### src/rtl/gpi_irq.sv
// gpi_irq: general-purpose input core for one slot of the SoC slot bus.
//
// Samples W asynchronous inputs through a SYNC_STAGES-deep synchroniser.
// Optionally debounces each bit; this feature is compiled in only when the
// macro DEBOUNCE_EN is defined. Detects rising and falling edges, latches
// enabled edges into a write-1-to-clear status register, and raises a level
// interrupt while any status bit is pending and the interrupt is enabled.
//
// Register map (addr, access, content); unused upper bits read 0:
//   0  RO    filtered input value
//   1  RW    rise_en[W-1:0]
//   2  RW    fall_en[W-1:0]
//   3  W1C   status[W-1:0]
//   4  RW    irq_en (bit 0)
//   5..31    read 0, writes ignored
//
// Ports:
//   clk      system clock
//   reset    asynchronous active-low reset
//   cs       slot chip select
//   read     read strobe (reads have no side effects, so it is unused)
//   write    write strobe, qualified by cs
//   addr     register index
//   wr_data  write data
//   rd_data  read data, combinational mux of registered state
//   data_in  external inputs, asynchronous to clk
//   irq      level interrupt
module gpi_irq #(
  parameter int unsigned W           = 8,
  parameter int unsigned SYNC_STAGES = 2,
  parameter int unsigned DB_LIMIT    = 1000
) (
  input  logic          clk,
  input  logic          reset,
  input  logic          cs,
  input  logic          read,
  input  logic          write,
  input  logic [4:0]    addr,
  input  logic [31:0]   wr_data,
  output logic [31:0]   rd_data,
  input  logic [W-1:0]  data_in,
  output logic          irq
);

  logic [W-1:0] sync_q [SYNC_STAGES];
  logic [W-1:0] sync;
  logic [W-1:0] filt;
  logic [W-1:0] filt_d_q;
  logic [W-1:0] rise_en_q;
  logic [W-1:0] fall_en_q;
  logic [W-1:0] status_q;
  logic [W-1:0] status_d;
  logic         irq_en_q;
  logic [W-1:0] rise;
  logic [W-1:0] fall;
  logic [W-1:0] set;
  logic [W-1:0] clr;
  logic         we;

  // Only the whole bus is observed for read strobe and upper write bits.
  logic unused_inputs;
  assign unused_inputs = ^{read, wr_data};

  // Synchroniser chain; the last stage is the first value safe to use.
  always_ff @(posedge clk or negedge reset) begin
    if (!reset) begin
      for (int s = 0; s < SYNC_STAGES; s++) begin
        sync_q[s] <= '0;
      end
    end else begin
      sync_q[0] <= data_in;
      for (int s = 1; s < SYNC_STAGES; s++) begin
        sync_q[s] <= sync_q[s-1];
      end
    end
  end

  assign sync = sync_q[SYNC_STAGES-1];

`ifdef DEBOUNCE_EN
  localparam int unsigned CntW = $clog2(DB_LIMIT + 1);
  localparam logic [CntW-1:0] CntMax = CntW'(DB_LIMIT - 1);

  logic [CntW-1:0] cnt_q [W];
  logic [W-1:0]    filt_q;

  // A bit's new level is accepted only after DB_LIMIT consecutive cycles of
  // disagreement; any agreement in between restarts the count.
  always_ff @(posedge clk or negedge reset) begin
    if (!reset) begin
      filt_q <= '0;
      for (int i = 0; i < W; i++) begin
        cnt_q[i] <= '0;
      end
    end else begin
      for (int i = 0; i < W; i++) begin
        if (sync[i] == filt_q[i]) begin
          cnt_q[i] <= '0;
        end else if (cnt_q[i] == CntMax) begin
          filt_q[i] <= sync[i];
          cnt_q[i]  <= '0;
        end else begin
          cnt_q[i] <= cnt_q[i] + CntW'(1);
        end
      end
    end
  end

  assign filt = filt_q;
`else
  assign filt = sync;

  // Debounce length has no meaning without the filter.
  logic [31:0] unused_db_limit;
  assign unused_db_limit = DB_LIMIT;
`endif

  assign we   = cs & write;
  assign rise = filt & ~filt_d_q;
  assign fall = ~filt & filt_d_q;

  // A newly detected enabled edge wins over a simultaneous W1C.
  always_comb begin
    set      = (rise & rise_en_q) | (fall & fall_en_q);
    clr      = (we && (addr == 5'd3)) ? wr_data[W-1:0] : '0;
    status_d = set | (status_q & ~clr);
  end

  always_ff @(posedge clk or negedge reset) begin
    if (!reset) begin
      filt_d_q  <= '0;
      rise_en_q <= '0;
      fall_en_q <= '0;
      status_q  <= '0;
      irq_en_q  <= 1'b0;
    end else begin
      filt_d_q <= filt;
      status_q <= status_d;
      if (we) begin
        case (addr)
          5'd1:    rise_en_q <= wr_data[W-1:0];
          5'd2:    fall_en_q <= wr_data[W-1:0];
          5'd4:    irq_en_q  <= wr_data[0];
          default: ;
        endcase
      end
    end
  end

  always_comb begin
    rd_data = '0;
    case (addr)
      5'd0:    rd_data = 32'(filt);
      5'd1:    rd_data = 32'(rise_en_q);
      5'd2:    rd_data = 32'(fall_en_q);
      5'd3:    rd_data = 32'(status_q);
      5'd4:    rd_data = {31'b0, irq_en_q};
      default: rd_data = '0;
    endcase
  end

  assign irq = irq_en_q & (|status_q);

endmodule

### config.mk
export PLATFORM = sky130hd
export DESIGN_NAME = gpi_irq
export DESIGN_NICKNAME = d
export VERILOG_FILES = /design/src/rtl/gpi_irq.sv
export SDC_FILE = /design/constraint.sdc
export NUM_CORES = 1
export LEC_CHECK = 0
export ABC_AREA = 1
export BUFFER_PORTS_ARGS = -buffer_cell sky130_fd_sc_hd__buf_2
export CORE_ASPECT_RATIO = 0.6
export CORE_MARGIN = 2
export CORE_UTILIZATION = 53
export DETAILED_ROUTE_END_ITERATION = 16
export PLACE_DENSITY = 0.85
export SLEW_MARGIN = 15
export SYNTH_ARGS = -nofsm -noshare
export SYNTH_HDL_FRONTEND = slang
export SYNTH_SLANG_ARGS = --single-unit
### constraint.sdc
create_clock -name clk -period 2.5 [get_ports clk]
set_input_delay 0.375 -clock clk [delete_from_list [all_inputs] [get_ports clk]]
set_output_delay 0.375 -clock clk [all_outputs]
set_load 0.05 [all_outputs]
==> results of run 1 <==
[placed cells by master (no fill, tap or decap), drive strengths merged]
master / n
conb: 24
and2: 1
o21ai: 18
nand4: 26
nand2: 53
clkbuf: 6
nand3: 10
a22oi: 8
clkinv: 3
nor2: 31
buf: 37
dfrtp: 49
inv: 22
[Yosys cell counts (all sizes together)]
| cell | n | area, um^2 |
|---|---|---|
| conb | 1 | 3.750 |
| clkinv | 1 | 3.750 |
| buf | 28 | 221.5 |
| and2 | 1 | 6.260 |
| clkbuf | 2 | 7.510 |
| nand4 | 26 | 162.7 |
| o21ai | 18 | 90.09 |
| dfrtp | 49 | 1226 |
| a22oi | 8 | 60.06 |
| inv | 22 | 82.58 |
| nand3 | 10 | 67.57 |
| nand2 | 53 | 198.9 |
| nor2 | 31 | 156.4 |
[metrics by stage]
step           utilization [%]  cell area, um^2
2_1_floorplan                -             2374
3_3_place_gp             58.59             2415
3_5_place_dp             58.59             2415
4_1_cts                  60.93             2511
5_1_grt                  60.93             2511
6_report                 60.93             2511
[power by group]
part,total [mW],switching (mW),internal [mW]
registers,0.907,0.0416,0.866
clock network,0.484,0.259,0.224
logic,0.301,0.232,0.0696
[path summary, 6_finish.rpt]
kind / from / endpoint / slack, ns / depth (start not counted)
setup / recovery: addr[0] / rd_data[1] / 0.41 / 8
hold / removal: reset / rise_en_q[0] / 0.16 / 2
setup reg to reg: fall_en_q[0] / status_q[0] / 1.61 / 4
hold reg to reg: sync_q[8] / filt[0] / 0.35 / 0
max in group asynchronous: reset / status_q[6] / 1.94 / 2
min in group clk: data_in[5] / sync_q[13] / 0.17 / 1
[kinds of logic (layout without fill, tap and decap cells)]
logic type,after synthesis,in the layout
AOI/OAI and AO/OA,26,26
buffers and inverters,53,68
DFF,49,49
other,1,24
and+or+nand+nor,121,121
[flip-flops by register name (all words and copies together), names as in the netlist]
register and flops:
irq_en_q 1, rise_en_q 8, filt_d_q 8, filt 8, fall_en_q 8, status_q 8, sync_q 8
[metal layers]
| metal | vias to the layer above | global-route usage, % | part of all wire (%) | routed length, um |
|---|---|---|---|---|
| met4 | 0 | 7.828 | 1.3 | 63 |
| met5 | - | 0 | 0 | 0 |
| li1 | 846 | - | - | - |
| met3 | 10 | 6.335 | 9.5 | 446 |
| met2 | 68 | 31.47 | 44 | 2039 |
| met1 | 857 | 29.96 | 45 | 2125 |
[layout make-up]
type	count	area [um^2]
clock buffers	6	82.58
clock inverters	2	13.76
fillers	367	1610
inverters	23	86.33
multi-input cells	171	832.0
flip-flops and latches	49	1226
well taps	60	75.07
repair buffers	37	195.2
[worst max-delay path, stage by stage]
cell	delay, ns
buf_2	0.14
nor2_1	0.23
nand2_1	0.08
nor2_1	0.24
buf_4	0.21
nand2_1	0.06
nand4_1	0.10
buf_2	0.28
==> results.py, run 1 <==
metrics = {
    "global_routing": {
        "grt_pass1_wl_mm": 7.424,
        "grt_pass1_vias": 1577,
        "grt-ovfl-total": 0,
        "grt_max_degree": 50,
        "antenna_found_initial": 0,
        "track_usage_pct": 21.28,
    },
    "timing": {
        "setup_viol": 0,
        "worstMarginPinSlew_ns": 0.6061,
        "final-max-slew-violation-count": 0,
        "setup_ws_ns": 0.4113,
        "hold_slack_ns": 0.1575,
        "timing.final.crit_share_pct": 83.55,
        "hold_viol": 0,
        "timing.final.crit_period_ns": 2.089,
        "slew_headroom_pct": 59.59,
        "fmax_mhz": 478.8,
        "fin_skew_ns": 0.007912,
        "fin_tns_setup_ns": 0,
        "rsz0062_at_grt": "no",
    },
    "critical_path": {
        "worstSetupEndpointType": "primary output",
        "crit_path_max_fanout": 5,
        "criticalPathCategory": "in2out",
        "cp-start-kind": "input port",
        "worstPathArrival_ns": 1.71,
        "required_ns": 2.12,
    },
    "clock_network": {
        "cts_resized": 0,
        "clock-root-buffer": "clkbuf_8",
        "clock_latency_ns": 0.30,
        "cts_tree": "yes",
        "cts_setup_buffers": 0,
        "cts_buffer_depth": 2,
        "cts_num_sinks": 49,
        "numCtsBuffers": 5,
        "hold_buffers": 0,
        "h-tree-depth": 2,
        "clk_pin_slew_worst_paths_ns": 0.08,
    },
    "synthesis": {
        "synth_compound_area_share_pct": 6.565,
        "yosys.area_share.simple_pct": 25.88,
        "synth_top_family_by_area": "simple AND/OR/NAND/NOR gates",
        "synth.avg_cell_area_um2": 9.149,
        "yosysSeqAreaShare_pct": 53.61,
        "yosysWarnings": 0,
        "synthMuxAreaShare_pct": 0,
        "synth-xor-area-share_pct": 0,
        "postSynthCellCount": 250,
        "ys_ff_latch": 49,
        "synthesis.area_um2": 2287,
        "ys_types": 19,
        "synthAdderAreaFrac_pct": 0,
    },
    "floorplan": {
        "core_um2": 4121,
        "fp.dieH_um": 54.89,
        "io_pins": 83,
        "rows": 18,
        "die_w_um": 88.81,
        "die_area_um2": 4874,
        "start_util_pct": 55.49,
    },
    "finish": {
        "antennaDiodeCount": 0,
        "drive_gt1_share_pct": 18.75,
        "layout.nets": 337,
        "final_cells": 348,
        "syn_to_final_growth_pct": 9.792,
    },
    "placed_design": {
        "gp_congestion": 0.8536,
        "pre_cts_slack_ns": 0.4606,
        "place.detailed.hpwl_mm": 3.306,
        "dpl.cell_count": 340,
        "port_buffers": 33,
    },
    "route": {
        "postRouteWirelength_mm": 4.675,
        "ant_nets": 0,
        "drt_iter0_markers": 120,
        "drc_errors": 0,
        "vias": 1781,
        "firstDrtPassIters": 4,
        "routedWlPerCell_um": 13.43,
        "post_drt_via_cell_ratio": 5.118,
    },
    "pwr": {
        "finalPower_mw": 1.692,
        "power.leakage_nw": 1.209,
        "powerDensity_nw_per_um2": 673.9,
        "ir_drop_mv": 0.4076,
    },
    "outcome": {
        "outcome": "completed",
    },
    "hold_path": {
        "hp-class": "in2async",
    },
    "run": {
        "max_cap_violations": 0,
    },
}
Note: power is estimated with default switching activity, not from simulation.
==> inputs of run 2 (changes only) <==
--- a/config.mk
+++ b/config.mk
@@ -9,9 +9,9 @@
 export BUFFER_PORTS_ARGS = -buffer_cell sky130_fd_sc_hd__buf_2
 export CORE_ASPECT_RATIO = 0.6
 export CORE_MARGIN = 2
-export CORE_UTILIZATION = 53
+export CORE_UTILIZATION = 49
 export DETAILED_ROUTE_END_ITERATION = 16
-export PLACE_DENSITY = 0.85
+export PLACE_DENSITY = 0.79
 export SLEW_MARGIN = 15
 export SYNTH_ARGS = -nofsm -noshare
 export SYNTH_HDL_FRONTEND = slang
==> constraint.sdc (replaced) <==
create_clock -name clk -period 2.2 [get_ports clk]
set_input_delay 0.33 -clock clk [delete_from_list [all_inputs] [get_ports clk]]
set_output_delay 0.33 -clock clk [all_outputs]
set_load 0.05 [all_outputs]
==> run 2 against run 1 <==
Compared with the run above:
- power up 20%
- critical path depth stayed put
- core utilization is 4.9 points lower
- combinational power increased by 14%
- flip-flop and latch count stayed put
- setup slack worse by 0.20 ns
- cell area rose by 1.2%
- die area is 7.7% higher
- via count fell by 2.0%
- sequential share of layout area shrank 0.60 points
- sequential power increased by 14%
- cell count is 1.1% higher
- highest routed layer unchanged
==> results.py, run 2 (synthesized netlist as in run 1, its figures left out) <==
metrics = {
    "timing": {
        "rsz0062_at_grt": "no",
        "slew_headroom_pct": 61.58,
        "hold_viol": 0,
        "hold_slack_ns": 0.006748,
        "fin_skew_ns": 0.005645,
        "fmax_mhz": 501.6,
        "timing.final.crit_share_pct": 90.61,
        "timing.final.crit_period_ns": 1.994,
        "fin_tns_setup_ns": 0,
        "final-max-slew-violation-count": 0,
        "worstMarginPinSlew_ns": 0.5763,
        "setup_ws_ns": 0.2065,
        "setup_viol": 0,
    },
    "critical_path": {
        "max_stage_delay_ns": 0.29,
        "crit_path_end": "rd_data[0]",
        "crit_path_max_fanout": 14,
        "worstPathArrival_ns": 1.66,
        "crit_slowest_cell": "buf_4",
        "r2r_slack_ns": 1.28,
        "crit_top_cell": "buf_2",
        "cp-start-kind": "input port",
        "rr_worst_depth": 4,
        "required_ns": 1.87,
        "worstSetupEndpointType": "primary output",
        "r2r-start": "fall_en_q[2]",
        "cp_cell_sequence": "buf_2 -> nor2_2 -> buf_4 -> nand3_2 -> o21ai_0 -> inv_1 -> nand2_1 -> buf_2",
        "r2r_end": "status_q[2]",
        "crit_start": "addr[3]",
        "criticalPathCategory": "in2out",
    },
    "clock_network": {
        "cts_tree": "yes",
        "cts_setup_buffers": 0,
        "clock-root-buffer": "clkbuf_8",
        "numCtsBuffers": 5,
        "cts_resized": 0,
        "cts_buffer_depth": 2,
        "clk_pin_slew_worst_paths_ns": 0.09,
        "hold_buffers": 0,
        "h-tree-depth": 2,
        "clock_latency_ns": 0.31,
        "cts_num_sinks": 49,
    },
    "placed_design": {
        "port_buffers": 33,
        "pre_cts_slack_ns": 0.2186,
        "gp_congestion": 0.8412,
        "place.detailed.hpwl_mm": 3.355,
    },
    "pwr": {
        "finalPower_mw": 2.038,
        "p_sw_mw": 0.6033,
        "powerDensity_nw_per_um2": 801.5,
        "p_comb_share_pct": 16.9,
        "p_int_mw": 1.434,
        "power.leakage_nw": 1.221,
        "pwr-share-clk_pct": 32.7,
        "ir_drop_mv": 0.3911,
        "seqPwrFrac_pct": 50.5,
        "switching_share_pct": 29.61,
    },
    "global_routing": {
        "antenna_found_initial": 0,
        "grt_pass1_wl_mm": 7.734,
        "track_usage_pct": 19.78,
        "grt-ovfl-total": 0,
        "grt_pass1_vias": 1578,
        "grt_max_degree": 27,
    },
    "outcome": {
        "outcome": "completed",
    },
    "floorplan": {
        "start_util_pct": 50.37,
        "fp.dieH_um": 56.92,
        "core_um2": 4541,
        "rows": 19,
        "io_pins": 83,
        "die_w_um": 92.20,
        "die_area_um2": 5248,
    },
    "run": {
        "max_cap_violations": 0,
    },
    "finish": {
        "drive_gt1_share_pct": 18.69,
        "final_cell_mix": "nand2_1 (53), dfrtp_1 (49), buf_2 (33), nand4_1 (26), nor2_1 (25)",
        "antennaDiodeCount": 0,
        "syn_to_final_growth_pct": 11.16,
        "layout.nets": 338,
        "final_common_cell": "nand2_1",
    },
    "route": {
        "ant_nets": 0,
        "vias": 1745,
        "routedWlPerCell_um": 13.36,
        "drt_iter0_markers": 157,
        "post_drt_via_cell_ratio": 4.957,
        "postRouteWirelength_mm": 4.704,
        "drc_errors": 0,
        "firstDrtPassIters": 4,
    },
    "hold_path": {
        "hp-class": "in2async",
    },
}
==> run 2: cell count changes in the layout (fill, tap and decap cells not counted), sizes merged <==
cell    before  now
buf         37   38
clkbuf       6    7
bufinv       0    1
clkinv       3    1
==> run 2: per-layer routing <==
layer / track usage, % / wire [um]
met1: 29.61 / 2250
met2: 27.31 / 2024
met3: 4.832 / 356
met4: 8.955 / 74
met5: 0 / 0
==> run 2: per-stage QoR <==
stage | instance area, um^2 | utilization (%) | cells
global placement | 2426 | 53.43 | 344
global route | 2542 | 55.99 | 352
CTS | 2542 | 55.99 | 352
detailed placement | 2426 | 53.43 | 344
finish | 2542 | 55.99 | 352
floorplan | 2374 | - | 273
==> run 2: layout make-up <==
type | instances | area, um^2
sequential | 49 | 1226
timing repair buffer | 38 | 202.7
fill | 430 | 1998
inverter | 23 | 86.33
tap | 63 | 78.83
multi-input combinational | 171 | 832.0
clock buffer | 7 | 86.33
clock inverter | 1 | 30.03
==> run 2: worst max-delay path, delay by kind of cell <==
| kind | cells | cell delay [ns] |
|---|---|---|
| AND/OR/NAND/NOR | 3 | 0.43 |
| AO/OA/AOI/OAI | 1 | 0.18 |
| buffers and inverters | 4 | 0.72 |
==> run 2: how the worst min path moves through the flow <==
stage	slack, ns	endpoint	cells after the start
3_5_place_dp	0.33	filt[0]	0
4_1_cts	0.03	rise_en_q[2]	1
3_3_place_gp	0.33	filt[4]	0
6_report	0.007	rise_en_q[2]	1
2_1_floorplan	0.03	fall_en_q[0]	0
5_1_grt	0.05	rise_en_q[2]	1
==> run 2: power by group through the flow <==
stage	clock, mW	combinational [mW]	sequential, mW
global route	0.725	0.378	1.04
finish	0.666	0.343	1.03
global placement	0	0.336	1.04
floorplan	0	0.286	1.03
CTS	0.684	0.344	1.03
detailed placement	0	0.342	1.05
